[src/rtl/multi_debounce.sv]
// multi_debounce: NCH independent button channels. Each channel synchronises
// its raw input, debounces it with a consecutive-difference counter, and
// produces edge pulses plus a long-press pulse and an optional auto-repeat
// pulse train while the button stays held.
module multi_debounce #(
   parameter int NCH          = 4,
   parameter int SYNC_STAGES  = 3,
   parameter int DEBOUNCE_CYC = 1000000,
   parameter int HOLD_CYC     = 50000000,
   parameter int REPEAT_CYC   = 10000000
) (
   input  logic           clk,
   input  logic           rst_n,
   input  logic [NCH-1:0] btn_in,
   output logic [NCH-1:0] btn_out,
   output logic [NCH-1:0] btn_posedge,
   output logic [NCH-1:0] btn_negedge,
   output logic [NCH-1:0] btn_long,
   output logic [NCH-1:0] btn_repeat
);

   // Debounce counter holds 0..DEBOUNCE_CYC-1.
   localparam int DW = $clog2(DEBOUNCE_CYC);
   // Hold counter holds 0..HOLD_CYC and saturates there.
   localparam int HW = $clog2(HOLD_CYC + 1);
   // Repeat counter holds 0..REPEAT_CYC-1; one bit when repeat is disabled.
   localparam int RW = (REPEAT_CYC > 1) ? $clog2(REPEAT_CYC) : 1;

   localparam logic [DW-1:0] DEB_LAST  = DW'(DEBOUNCE_CYC - 1);
   localparam logic [HW-1:0] HOLD_ONE  = HW'(1);
   localparam logic [HW-1:0] HOLD_PRE  = HW'(HOLD_CYC - 1);
   localparam logic [HW-1:0] HOLD_MAX  = HW'(HOLD_CYC);
   localparam logic [RW-1:0] REP_LAST  = RW'((REPEAT_CYC > 0) ? REPEAT_CYC - 1 : 0);

   genvar gi;
   generate
      for (gi = 0; gi < NCH; gi++) begin : g_ch
         logic [SYNC_STAGES-1:0] sync_q;
         logic                   s;
         logic [DW-1:0]          deb_q, deb_d;
         logic                   out_q, out_d;
         logic [HW-1:0]          hold_q, hold_d;
         logic [RW-1:0]          rep_q, rep_d;
         logic                   pos_q, pos_d;
         logic                   neg_q, neg_d;
         logic                   long_q, long_d;
         logic                   rpt_q, rpt_d;

         // Synchroniser chain: raw level shifts in at bit 0, s is the last stage.
         always_ff @(posedge clk or negedge rst_n) begin
            if (!rst_n) begin
               sync_q <= '0;
            end else begin
               sync_q <= {sync_q[SYNC_STAGES-2:0], btn_in[gi]};
            end
         end

         assign s = sync_q[SYNC_STAGES-1];

         // Debounce, hold and repeat next-state logic for this channel.
         always_comb begin
            deb_d  = '0;
            out_d  = out_q;
            hold_d = '0;
            rep_d  = '0;
            long_d = 1'b0;
            rpt_d  = 1'b0;

            // A difference must persist for DEBOUNCE_CYC sampled cycles;
            // any cycle of agreement restarts the count from zero.
            if (s != out_q) begin
               if (deb_q == DEB_LAST) begin
                  out_d = ~out_q;
               end else begin
                  deb_d = deb_q + 1'b1;
               end
            end

            pos_d = out_d & ~out_q;
            neg_d = ~out_d & out_q;

            // Hold/repeat only run while the debounced level stays high; a
            // falling output leaves them at zero, which also swallows any
            // long or repeat pulse due on that same cycle.
            if (out_d) begin
               if (!out_q) begin
                  // Press-accept cycle: counting starts at 1, never a long pulse here.
                  hold_d = HOLD_ONE;
               end else if (hold_q == HOLD_MAX) begin
                  hold_d = hold_q;
                  if (REPEAT_CYC > 0) begin
                     if (rep_q == REP_LAST) begin
                        rpt_d = 1'b1;
                     end else begin
                        rep_d = rep_q + 1'b1;
                     end
                  end
               end else begin
                  hold_d = hold_q + 1'b1;
                  long_d = (hold_q == HOLD_PRE);
               end
            end
         end

         // Channel state and registered pulse outputs.
         always_ff @(posedge clk or negedge rst_n) begin
            if (!rst_n) begin
               deb_q  <= '0;
               out_q  <= 1'b0;
               hold_q <= '0;
               rep_q  <= '0;
               pos_q  <= 1'b0;
               neg_q  <= 1'b0;
               long_q <= 1'b0;
               rpt_q  <= 1'b0;
            end else begin
               deb_q  <= deb_d;
               out_q  <= out_d;
               hold_q <= hold_d;
               rep_q  <= rep_d;
               pos_q  <= pos_d;
               neg_q  <= neg_d;
               long_q <= long_d;
               rpt_q  <= rpt_d;
            end
         end

         assign btn_out[gi]     = out_q;
         assign btn_posedge[gi] = pos_q;
         assign btn_negedge[gi] = neg_q;
         assign btn_long[gi]    = long_q;
         assign btn_repeat[gi]  = rpt_q;
      end
   endgenerate

endmodule

[config.mk]
export PLATFORM = sky130hd
export DESIGN_NAME = multi_debounce
export DESIGN_NICKNAME = d
export VERILOG_FILES = /design/src/rtl/multi_debounce.sv
export SDC_FILE = /design/constraint.sdc
export NUM_CORES = 1
export LEC_CHECK = 0
export ABC_AREA = 1
export CAP_MARGIN = 10
export CORE_MARGIN = 4
export CORE_UTILIZATION = 50
export CTS_CLUSTER_SIZE = 16
export DETAILED_ROUTE_END_ITERATION = 10
export PLACE_DENSITY = 0.68
export SLEW_MARGIN = 20
export SYNTH_ARGS = -nofsm -noshare
export SYNTH_HDL_FRONTEND = slang
export SYNTH_SLANG_ARGS = --single-unit
[constraint.sdc]
create_clock -name clk -period 4.9 [get_ports clk]
set_input_delay 0.49 -clock clk [delete_from_list [all_inputs] [get_ports clk]]
set_output_delay 0.49 -clock clk [all_outputs]
set_load 0.005 [all_outputs]
# Yosys cells after proc, flatten, opt, wreduce, memory -nomap -nowiden
# Cells that the tools add are included.
# word_totals
reg_bits	312
output_inout_bits	20
# op_classes
n_mux	72
n_eq_ne	24
n_bitwise	16
n_addsub	12
# ops
cell	n
24-bit 2-to-1 mux	16
26-bit 2-to-1 mux	12
26-bit equality test, second input constant	8
20-bit 2-to-1 mux	8
26-bit by 1-bit adder with 26-bit output, second input constant	4
24-bit by 1-bit adder with 24-bit output, second input constant	4
24-bit equality test, second input constant	4
20-bit by 1-bit adder with 20-bit output, second input constant	4
20-bit equality test, second input constant	4
1-bit 2-to-1 mux	36
3-bit inequality test, second input constant	4
1-bit bitwise AND	8
1-bit inverter	8
1-bit inequality test	4

# Longest topological paths before layout
# depth
depth_word	5
depth_mapped	13
mapped_depth_nobuf	12

# Worst setup path before layout
# Ideal clock, no wire load.
# synth_timing
kind	register to register
from	register g_ch[2].rep_q[0]
to	register g_ch[2].rep_q[10]
setup_time_ns	0.125
required_ns	4.775
t_arrival_ns	1.576
period_less_slack_ns	1.700
stages_incl_launch_ff	10
slack_ns	3.200
cell_sequence	dfrtp_1 > ha_1 > nand3_1 > nor2_1 > inv_1 > nor2_2 > nand3_2 > inv_2 > buf_2 > nor3_1
# synth_between
elab_chain_cells	5
word_cells_on_any_way	6
cone_classes	add/sub: 1; eq/ne: 1; mux: 4
# synth_lines
element	line	text
start: declaration	43	logic [RW-1:0] rep_q, rep_d;
start signal: assignment	120	rep_q <= rep_d;
24-bit by 1-bit adder with 24-bit output / 24-bit equality test (equally long branches)	95, 92	
24-bit 2-to-1 mux (*)	92	if (rep_q == REP_LAST) begin
24-bit 2-to-1 mux (*)	89	end else if (hold_q == HOLD_MAX) begin
24-bit 2-to-1 mux (*)	86	if (!out_q) begin
24-bit 2-to-1 mux (*)	85	if (out_d) begin
net g_ch[2].rep_d[10]	43	
# Mark *: on every way through the listed nets, which the timed path passes. The rest lies on a longest branch.
# A chain may end at the register's enable or synchronous reset.

# Final worst setup path
# layout_timing
from	register g_ch[0].deb_q[0]
to	register g_ch[0].hold_q[1]
# layout_between
elab_chain_cells	4
word_cells_on_any_way	5
cone_classes	eq/ne: 2; mux: 3
# layout_lines
element	line	text
start: declaration	40	logic [DW-1:0] deb_q, deb_d;
start signal: assignment	108	deb_q <= '0;
start signal: assignment	117	deb_q <= deb_d;
20-bit equality test (*)	72	if (deb_q == DEB_LAST) begin
1-bit 2-to-1 mux (*)	72	
1-bit 2-to-1 mux (*)	71	if (s != out_q) begin
3-bit inequality test (no source line) / 26-bit 2-to-1 mux (equally long branches)	--	
end signal: assignment	119	hold_q <= hold_d;
end: declaration	42	logic [HW-1:0] hold_q, hold_d;
# Mark *: on every way between the ends. The rest lies on a longest branch, timed or not.

==> results.json <==
{
  "numCtsBuffers": 36,
  "fin_skew_ns": 0.0119,
  "hpwl_microns": 24900,
  "max_freq_mhz": 447,
  "drive_above_1_share": 0.0739,
  "mostFrequentLayoutCells": "nor2_1, nand2_1, dfrtp_1",
  "finalCritPeriodShare": 0.457,
  "setup-tns-final_ns": 0,
  "ys_seq_area_frac": 0.457,
  "worst_ep_required_time_ns": 5.30,
  "start_util": 0.508,
  "place.gp.congestion": 0.928,
  "hold_class": "input pin to async pin",
  "synthMuxAreaShare": 0,
  "hold_viol": 0,
  "drtIter0Drc": 862,
  "synthAdderAreaFrac": 0.0117,
  "ir_worst_vdd_v": 0.000214,
  "slowest_stage": "nand2_1",
  "cts_resized": 0,
  "cp-end-kind": "flip-flop",
  "dr.pass1.iters": 6,
  "postRouteAntennaNets": 0,
  "cts_tree": "yes",
  "clk_pin_slew_worst_paths_ns": 0.06,
  "core-area_sq_um": 33600,
  "cts_hold_buf": 0,
  "vias_per_cell": 5.16,
  "die_y_microns": 193,
  "period_minus_slack_ns": 2.24,
  "root_buffer": "clkbuf_16",
  "yosys_most_used_dff": "dfrtp_1",
  "grt_max_degree": 115,
  "final-setup-viol-count": 0,
  "synth-seq-cells": 312,
  "route.detailed.drc": 0,
  "die_x_microns": 193,
  "antenna_cells": 0,
  "multiInputGateArea_sq_um": 8040,
  "synthCells": 2183,
  "total_power_mw": 5.38,
  "track_usage": 0.196,
  "overflow": 0,
  "grt_pass1_vias": 13500,
  "path_cells": "ha_1 > nand3_1 > nor3_2 > nand3_1 > nand2_1 > nor2_1 > nand2_1 > o21ai_0",
  "syn_area_sq_um": 17100,
  "nets": 2231,
  "ys.warnings.count": 0,
  "htree_levels": 2,
  "drv_cap": 0,
  "area_delta_synth_final_pct": 10.2,
  "p_leak_nw": 7.51,
  "finish.utilization": 0.560,
  "synth_xor_area_frac": 0.0677,
  "worstSkewPairLatency_ns": 0.52,
  "grt_pass1_wl_microns": 62300,
  "ios": 26,
  "synth-edff-count": 0,
  "io_buffer_count": 25,
  "cts_setup_buffers": 0,
  "cts_sinks": 312,
  "synth_top_family_by_area": "simple AND/OR/NAND/NOR gates",
  "synth_nets": 2205,
  "tightest_slew_ns": 0.879,
  "crit_path_start_kind": "flip-flop",
  "vias": 13800,
  "antenna_found_initial": 0,
  "rows": 67,
  "seq_area_sq_um": 7810,
  "synthSimpleGateAreaFrac": 0.356,
  "status": "completed",
  "avgSynthCellArea_sq_um": 7.82,
  "wl_microns": 35200,
  "max-slew-margin-rel": 0.414,
  "rsz0062_at_grt": "false",
  "n_fill_cell": 3086,
  "wire_per_inst_microns": 13.1,
  "layout_commonest_cell": "nor2_1",
  "power.density_nw_per_um2": 286,
  "slowest_delay_ns": 0.67,
  "ys_types": 48,
  "maxSlewViolCount": 0,
  "crit_family": "simple AND/OR/NAND/NOR gates",
  "cts_buffer_depth": 3,
  "die-area_sq_um": 37200,
  "critPathKind": "flip-flop to flip-flop",
  "cp_data_arrival_time_ns": 2.64,
  "cp_num_buf_inv": 0,
  "synth_compound_area_frac": 0.0352,
  "crit_fanout": 24,
  "async_flop_share": 1.00
}
layer usage:
metal / track usage / part of all wire / routed length, microns / vias up
met5: 0 / 0 / 0 / -
met4: 0.0560 / 0.022 / 775 / 0
met3: 0.0295 / 0.037 / 1300 / 57
met2: 0.323 / 0.47 / 16400 / 235
met1: 0.270 / 0.48 / 16700 / 6505
li1: - / - / - / 7026
cell usage after synthesis (all sizes together) (4+ instances only):
master  number  area share
a21oi       42       0.013
dfrtp      312        0.46
xnor2       40       0.021
nand2      415       0.093
a31oi       14      0.0051
nand4       65       0.026
nand3      137       0.044
o21ai       47       0.014
and3         4      0.0015
inv        244       0.054
nand3b       7      0.0038
buf         39       0.017
xor2        92       0.047
nor2       529        0.13
nor3       143       0.045
nor3b       15      0.0066
ha          16       0.012
o22ai        4      0.0015
nor4         7      0.0026
state kept, by name (all words and copies together) (netlist names):
| signal | cells |
|---|---|
| g_ch.out_q | 4 |
| g_ch.neg_q | 4 |
| g_ch.long_q | 4 |
| g_ch.rep_q | 96 |
| g_ch.rpt_q | 4 |
| g_ch.hold_q | 104 |
| g_ch.deb_q | 80 |
| g_ch.pos_q | 4 |
| g_ch.sync_q | 12 |
stage by stage:
stage / hold WS, ns / instance area [sq um] / setup slack (ns) / std cells
after floorplan: 0.194 / 17100 / 3.20 / 2183
after global placement: 0.333 / 17600 / 2.75 / 2619
after detailed placement: 0.336 / 17600 / 2.71 / 2619
after CTS: 0.0731 / 18800 / 2.67 / 2681
after global routing: 0.110 / 18800 / 2.44 / 2681
final: 0.0338 / 18800 / 2.66 / 2681
path summary, 6_finish.rpt:
path	start	end	slack, ns	cells past startpoint
max	g_ch[0].deb_q[0]	g_ch[0].hold_q[1]	2.66	8
min	rst_n	g_ch[2].rpt_q	0.03	1
max reg2reg	g_ch[0].deb_q[0]	g_ch[0].hold_q[1]	2.66	8
min reg2reg	g_ch[0].sync_q[0]	g_ch[0].sync_q[1]	0.35	0
max in group asynchronous	rst_n	g_ch[1].hold_q[3]	3.65	2
min in group clk	g_ch[0].sync_q[0]	g_ch[0].sync_q[1]	0.35	0
final cells by class:
type,count,area share
Sequential cell,312,0.415
Timing Repair Buffer,28,0.0154
Tap cell,448,0.0298
Clock buffer,51,0.0557
Clock inverter,11,0.00705
Multi-Input combinational cell,1585,0.427
Inverter,246,0.0497
where the power goes:
group / switching, mW / internal [mW]
Sequential: 0.00878 / 2.59
Combinational: 0.0722 / 0.0175
Clock: 1.05 / 1.64
logic make-up after synthesis:
| group | count (synthesis) |
|---|---|
| flip-flops | 312 |
| AND/OR/NAND/NOR | 1325 |
| buffers and inverters | 286 |
| AO/OA/AOI/OAI | 112 |
| adder cells (fa/ha/maj) | 16 |
| XOR/XNOR | 132 |
(Power assumes the default switching activity.)
